==> config.mk <==
export PLATFORM = sky130hd
export DESIGN_NAME = sram_lane_ctrl
export DESIGN_NICKNAME = d
export VERILOG_FILES = /design/src/rtl/sram_pkg.sv /design/src/rtl/sram_array_model.sv /design/src/rtl/sram_lane_ctrl.sv
export SDC_FILE = /design/constraint.sdc
export NUM_CORES = 1
export LEC_CHECK = 0
export ABC_CLOCK_PERIOD_IN_PS = 2600
export BUFFER_PORTS_ARGS = -buffer_cell sky130_fd_sc_hd__buf_2
export CAP_MARGIN = 10
export CORE_MARGIN = 1
export CORE_UTILIZATION = 55
export CTS_CLUSTER_SIZE = 25
export DETAILED_ROUTE_END_ITERATION = 7
export PLACE_DENSITY_LB_ADDON = 0.25
export SLEW_MARGIN = 40
export SYNTH_ARGS = -nofsm -noshare
export SYNTH_HDL_FRONTEND = slang
export SYNTH_SLANG_ARGS = --single-unit
export TNS_END_PERCENT = 5
==> constraint.sdc <==
create_clock -name clk -period 2.6 [get_ports clk]
set_input_delay 0.78 -clock clk [delete_from_list [all_inputs] [get_ports clk]]
set_output_delay 0.78 -clock clk [all_outputs]
set_load 0.005 [all_outputs]
==> src/rtl/sram_pkg.sv <==
// Shared types and constants for the SRAM lane controller and its array model.
package sram_pkg;

  typedef enum logic [1:0] {
    IDLE  = 2'd0,
    WRITE = 2'd1,
    READ  = 2'd2,
    DONE  = 2'd3
  } sram_state_t;

  localparam logic [1:0] ERR_NONE = 2'd0;  // no error
  localparam logic [1:0] ERR_BUSY = 2'd1;  // command while busy, or w_en and r_en together
  localparam logic [1:0] ERR_BUF  = 2'd2;  // underfull load, or write with no valid buffer
  localparam logic [1:0] ERR_ADDR = 2'd3;  // addr >= ROWS

  // Counter/address width that stays at least one bit for degenerate sizes.
  function automatic int addr_width(input int n);
    return (n > 1) ? $clog2(n) : 1;
  endfunction

endpackage

==> src/rtl/sram_array_model.sv <==
// Behavioural stand-in for the analog SRAM macro: synchronous write, registered read.
module sram_array_model
  import sram_pkg::*;
#(
  parameter  int ROWS = 16,
  parameter  int COLS = 8,
  localparam int AW   = addr_width(ROWS)
) (
  input  logic            clk,
  input  logic            we,
  input  logic            re,
  input  logic [AW-1:0]   addr,
  input  logic [COLS-1:0] wdata,
  output logic [COLS-1:0] rdata
);

  logic [COLS-1:0] mem [ROWS];

  // Row write on we, registered read of addr on re.
  // NOTE: storage arrays carry no reset; the real macro cannot clear itself and
  // a reset port here would turn the array into flops.
  always_ff @(posedge clk) begin
    if (we) mem[addr] <= wdata;
    if (re) rdata <= mem[addr];
  end

endmodule

==> src/rtl/sram_lane_ctrl.sv <==
// Multi-lane serial loader, write buffer and command sequencer for the SRAM macro.
module sram_lane_ctrl
  import sram_pkg::*;
#(
  parameter  int ROWS      = 16,
  parameter  int COLS      = 8,
  parameter  int LANES     = 2,
  parameter  int WRITE_LAT = 1,
  parameter  int READ_LAT  = 2,
  localparam int AW        = addr_width(ROWS)
) (
  input  logic             clk,
  input  logic             arst_n,
  input  logic [LANES-1:0] serial_in,
  input  logic             shift,
  input  logic             load,
  input  logic             w_en,
  input  logic             r_en,
  input  logic [AW-1:0]    addr,
  output logic             busy,
  output logic             data_valid,
  output logic [COLS-1:0]  data_out,
  output logic             err,
  output logic [1:0]       err_code
);

  localparam int BEATS  = COLS / LANES;
  localparam int CW     = addr_width(BEATS + 1);
  localparam int MAXLAT = (WRITE_LAT > READ_LAT) ? WRITE_LAT : READ_LAT;
  localparam int LW     = addr_width(MAXLAT);
  localparam logic [AW:0] ROWS_W = ROWS[AW:0];

  logic [COLS-1:0]       sr, wbuf, lat_data, arr_rdata, sr_shifted;
  logic [COLS+LANES-1:0] sr_cat;
  logic [CW-1:0]         cnt;
  logic                  buf_valid, sr_full, addr_ok;
  logic [AW-1:0]         lat_addr, arr_addr;
  logic [LW-1:0]         lat_cnt;
  logic                  wr_last, rd_last, accept_wr, accept_rd, arr_we, arr_re;
  logic [1:0]            cmd_code, err_nxt;
  sram_state_t           state, state_nxt;

  assign sr_cat     = {sr, serial_in};
  assign sr_shifted = sr_cat[COLS-1:0];
  assign sr_full    = (cnt == CW'(BEATS));
  assign addr_ok    = ({1'b0, addr} < ROWS_W);
  assign wr_last    = (lat_cnt == LW'(WRITE_LAT - 1));
  assign rd_last    = (lat_cnt == LW'(READ_LAT - 1));
  assign busy       = (state == WRITE) || (state == READ);

  // Command qualification and error priority: busy/collision, then address, then buffer.
  // NOTE: every always_comb output gets a default first so no path leaves a latch.
  always_comb begin
    cmd_code  = ERR_NONE;
    if ((w_en || r_en) && (state != IDLE || (w_en && r_en))) cmd_code = ERR_BUSY;
    else if ((w_en || r_en) && !addr_ok)                     cmd_code = ERR_ADDR;
    else if (w_en && !buf_valid)                             cmd_code = ERR_BUF;
    accept_wr = w_en && (cmd_code == ERR_NONE);
    accept_rd = r_en && (cmd_code == ERR_NONE);
    err_nxt   = cmd_code;
    if (cmd_code == ERR_NONE && load && !sr_full) err_nxt = ERR_BUF;
  end

  // Next-state logic and array strobes.
  always_comb begin
    state_nxt = state;
    arr_we    = 1'b0;
    arr_re    = accept_rd;
    arr_addr  = addr;
    unique case (state)
      IDLE: begin
        if (accept_wr)      state_nxt = WRITE;
        else if (accept_rd) state_nxt = READ;
      end
      WRITE: begin
        arr_addr = lat_addr;
        arr_we   = wr_last;
        if (wr_last) state_nxt = IDLE;
      end
      READ: begin
        if (rd_last) state_nxt = DONE;
      end
      DONE: state_nxt = IDLE;
      default: state_nxt = IDLE;
    endcase
  end

  // State register and per-state latency counter, restarted on every transition.
  // NOTE: clocked state uses non-blocking assignments so all flops update from pre-edge values.
  always_ff @(posedge clk or negedge arst_n) begin
    if (!arst_n) begin
      state   <= IDLE;
      lat_cnt <= '0;
    end else begin
      state   <= state_nxt;
      lat_cnt <= (state_nxt != state) ? '0 : lat_cnt + LW'(1);
    end
  end

  // Shift register and write buffer; load wins over shift in the same cycle.
  always_ff @(posedge clk or negedge arst_n) begin
    if (!arst_n) begin
      sr        <= '0;
      cnt       <= '0;
      wbuf      <= '0;
      buf_valid <= 1'b0;
    end else if (load) begin
      if (sr_full) begin
        wbuf      <= sr;
        buf_valid <= 1'b1;
        cnt       <= '0;
      end
    end else if (shift) begin
      sr <= sr_shifted;
      if (!sr_full) cnt <= cnt + CW'(1);
    end
  end

  // Capture address and data of an accepted write so later loads cannot disturb it.
  always_ff @(posedge clk or negedge arst_n) begin
    if (!arst_n) begin
      lat_addr <= '0;
      lat_data <= '0;
    end else if (accept_wr) begin
      lat_addr <= addr;
      lat_data <= wbuf;
    end
  end

  // Registered outputs: read completion pulse, held read data and error pulse.
  always_ff @(posedge clk or negedge arst_n) begin
    if (!arst_n) begin
      data_valid <= 1'b0;
      data_out   <= '0;
      err        <= 1'b0;
      err_code   <= ERR_NONE;
    end else begin
      data_valid <= (state == DONE);
      if (state == DONE) data_out <= arr_rdata;
      err        <= (err_nxt != ERR_NONE);
      err_code   <= err_nxt;
    end
  end

  sram_array_model #(.ROWS(ROWS), .COLS(COLS)) u_array (
    .clk   (clk),
    .we    (arr_we),
    .re    (arr_re),
    .addr  (arr_addr),
    .wdata (lat_data),
    .rdata (arr_rdata)
  );

endmodule
==> impl_metrics.toml <==
[status]
status = "complete, no violations"

[detailed_routing]
routed_wl_um = 19400
wire_per_inst_um = 24.0
vias = 5352
final_antenna_net_count = 0
via_per_inst = 6.62
drt_iter0_drc = 463
dr.pass1.iters = 5
drc = 0

[timing]
fmax_mhz = 399
period_share_pct = 96.3
hold_viol_final = 0
final_max_slew_viol_count = 0
rsz0062_at_grt = "yes"
period_needed_ns = 2.50
fin_skew_ns = 0.00803
slew-limit-headroom_pct = 43.7
worstMarginPinSlew_ns = 0.844
finalSetupViolCount = 0

[critical_path]
cp_data_arrival_time_ns = 2.66
critical_path.max_fanout = 13
path_cells = "ha_2 > nor2b_1 > buf_4 > a31o_2 > o41ai_1 > buf_4 > nand4_1"
start_kind = "flip-flop"
cpMostUsedCell = "buf_4"
critPathSlowestCell = "o41ai_1"
worstSetupPathType = "reg -> reg"
cp_data_required_time_ns = 2.76
max_stage_delay_ns = 0.49
cp-end-kind = "flip-flop"

[layout]
multiInputGateArea_mm2 = 0.00268
diodes = 0
final_cells = 809
final_cell_mix = "edfxtp_1 (136), nand2_1 (65), dfrtp_1 (47), buf_4 (42), nand4b_1 (33)"
fill_cells = 1030
seq_area_mm2 = 0.00526
postLayoutCoreUtil_pct = 64.2
drive_gt1_share_pct = 26.4
final_nets = 631
final_common_cell = "edfxtp_1"
syn2layout_area_growth_pct = 13.9

[grt]
antenna_found_initial = 0
grt_first_pass_wirelength_um = 29000
grt_max_degree = 48
grt_usage_pct = 26.6
grt_overflow = 0
grt_pass1_vias = 5082

[die]
die_y_um = 124
die_w_um = 124
start_util_pct = 56.3
core-area_mm2 = 0.0145
fp.dieArea_mm2 = 0.0153
boundaryPins = 25
num_rows = 44

[logic_synthesis]
ys_seq_area_share_pct = 64.5
synth_edf_count = 136
synthesis.area_mm2 = 0.00816
yosysUniqueCellTypes = 45
avgSynthCellArea_um2 = 14.3
synth_warnings = 0
async_flop_share_pct = 25.7
synth_seq_cells = 183
synthFlopType = "edfxtp_1"
syn_inst = 570
syn_nets = 589

[clock_network]
clockBufferDepth = 2
cts_sinks = 183
cts_made_buffers = 17
postCtsHoldBufs = 0
clk_pin_slew_ns = 0.07
insertion_delay_ns = 0.43
htree_levels = 4
cts_tree = "yes"
cts_root_buf = "clkbuf_16"

[placed_design]
dp_hpwl_um = 12600
post-place-cells = 777
io_buffers = 24
gp_congestion = 0.906

[power_and_ir_drop]
p_clk_share_pct = 28.9
p_comb_share_pct = 26.0
powerDensity_mw_per_mm2 = 1020
p_int_mw = 6.51
p_switching_mw = 3.00
p_leak_nw = 3.48
vdd_drop_max_mv = 0.661
power_frac_seq_pct = 45.1
switching_share_pct = 31.6

[hold_path]
worstHoldPathType = "in -> async"

[flow_run]
cap_violations = 0
==> final cells by class <==
class | instances | area share (%)
inverters | 7 | 0.283
repair buffers | 67 | 4.90
clock inverters | 13 | 2.07
clock buffers | 19 | 4.77
multi-input cells | 336 | 28.9
flip-flops and latches | 183 | 56.6
well taps | 184 | 2.48
==> registers in the layout (all words and copies together), names as in the netlist <==
| name | cells |
|---|---|
| err_code | 2 |
| data_out | 8 |
| cnt | 3 |
| state | 2 |
| u_array.rdata | 8 |
| err | 1 |
| sr | 8 |
| lat_cnt | 1 |
| buf_valid | 1 |
| lat_addr | 4 |
| wbuf | 8 |
| lat_data | 8 |
| u_array.mem | 128 |
| data_valid | 1 |
==> synth_stat cells (2+ instances only) <==
master     count  area share [%]
buf_2         12            0.74
nand4bb_1      6            0.83
o21ai_1        8            0.49
or4bb_1       10             1.4
nand4_1       24             1.8
inv_1          7            0.32
dfrtp_1       47              14
nor2_1        23             1.1
clkbuf_1      25             1.2
buf_1          4            0.18
o41ai_1       16             1.7
nand2_1       65             3.0
nor4bb_1      16             2.0
nand3_1        4            0.25
mux4_2        16             4.4
o21ai_0       14            0.86
edfxtp_1     136              50
nand4b_1      33             3.5
nor3_1         4            0.25
o21a_1        17             1.6
nor2b_1        8            0.61
a32o_1         2            0.25
nand2b_1       2            0.15
ha_1           7             1.1
a31o_2        15             1.6
mux2_2        28             3.9
a21oi_1        3            0.18
==> stage by stage <==
step	cell area (um^2)	setup WS [ns]	TNS (ns)	power, mW	hold slack [ns]
after floorplan	8160	0.115	0	5.79	0.440
after global placement	8640	-0.0604	-0.105	6.64	0.454
after detailed placement	8640	-0.0199	-0.0384	6.76	0.479
after CTS	9280	0.0883	0	9.50	0.440
after global routing	9290	-0.0134	-0.0134	9.86	0.492
final	9290	0.0967	0	9.51	0.426
==> final timing paths <==
kind                               startpoint                          to  slack, ns  cells after the start
setup / recovery           state[0]$_DFF_PN0_  u_array.rdata[0]$_DFFE_PP_        0.1                      7
hold / removal                         arst_n     data_out[0]$_DFFE_PN0P_       0.43                      2
setup reg to reg           state[0]$_DFF_PN0_  u_array.rdata[0]$_DFFE_PP_        0.1                      7
hold reg to reg             sr[6]$_DFFE_PN0P_           sr[6]$_DFFE_PN0P_       0.49                      2
max in group asynchronous              arst_n         wbuf[1]$_DFFE_PN0P_       1.75                      2
min in group clk            sr[6]$_DFFE_PN0P_           sr[6]$_DFFE_PN0P_       0.49                      2
==> per-layer routing <==
layer | global-route usage (%) | part of all wire, %
met2 | 41.7 | 49
met4 | 10.7 | 2.6
met5 | 0 | 0
met3 | 4.76 | 6.7
met1 | 37.0 | 42
==> timing repair <==
item	in CTS	in global routing
setup endpoints to repair	0	33
buffers inserted	0	0
resized for setup	0	1
==> worst max-delay path, delay by kind of cell, from the launching register on <==
family	cells	cell delay, ns
fa+ha+maj	1	0.31
flops	1	0.43
compound gates	2	0.75
simple gates	2	0.30
buf+inv	2	0.44
==> power groups by stage <==
stage	clock network [mW]	logic (mW)	registers, mW
2_1_floorplan	0	1.73	4.07
3_3_place_gp	0	2.34	4.30
3_5_place_dp	0	2.42	4.34
4_1_cts	2.77	2.45	4.28
5_1_grt	2.87	2.65	4.34
6_report	2.75	2.47	4.28
==> cell families (layout without fill, tap and decap cells) <==
logic type | count (synthesis) | in the layout | share of synthesized area, %
simple gates | 199 | 199 | 15.3
mux | 46 | 46 | 8.74
compound gates | 83 | 83 | 7.44
fa+ha+maj | 8 | 8 | 1.20
buf+inv | 51 | 106 | 2.87
flops | 183 | 183 | 64.5
(Power assumes the default switching activity.)
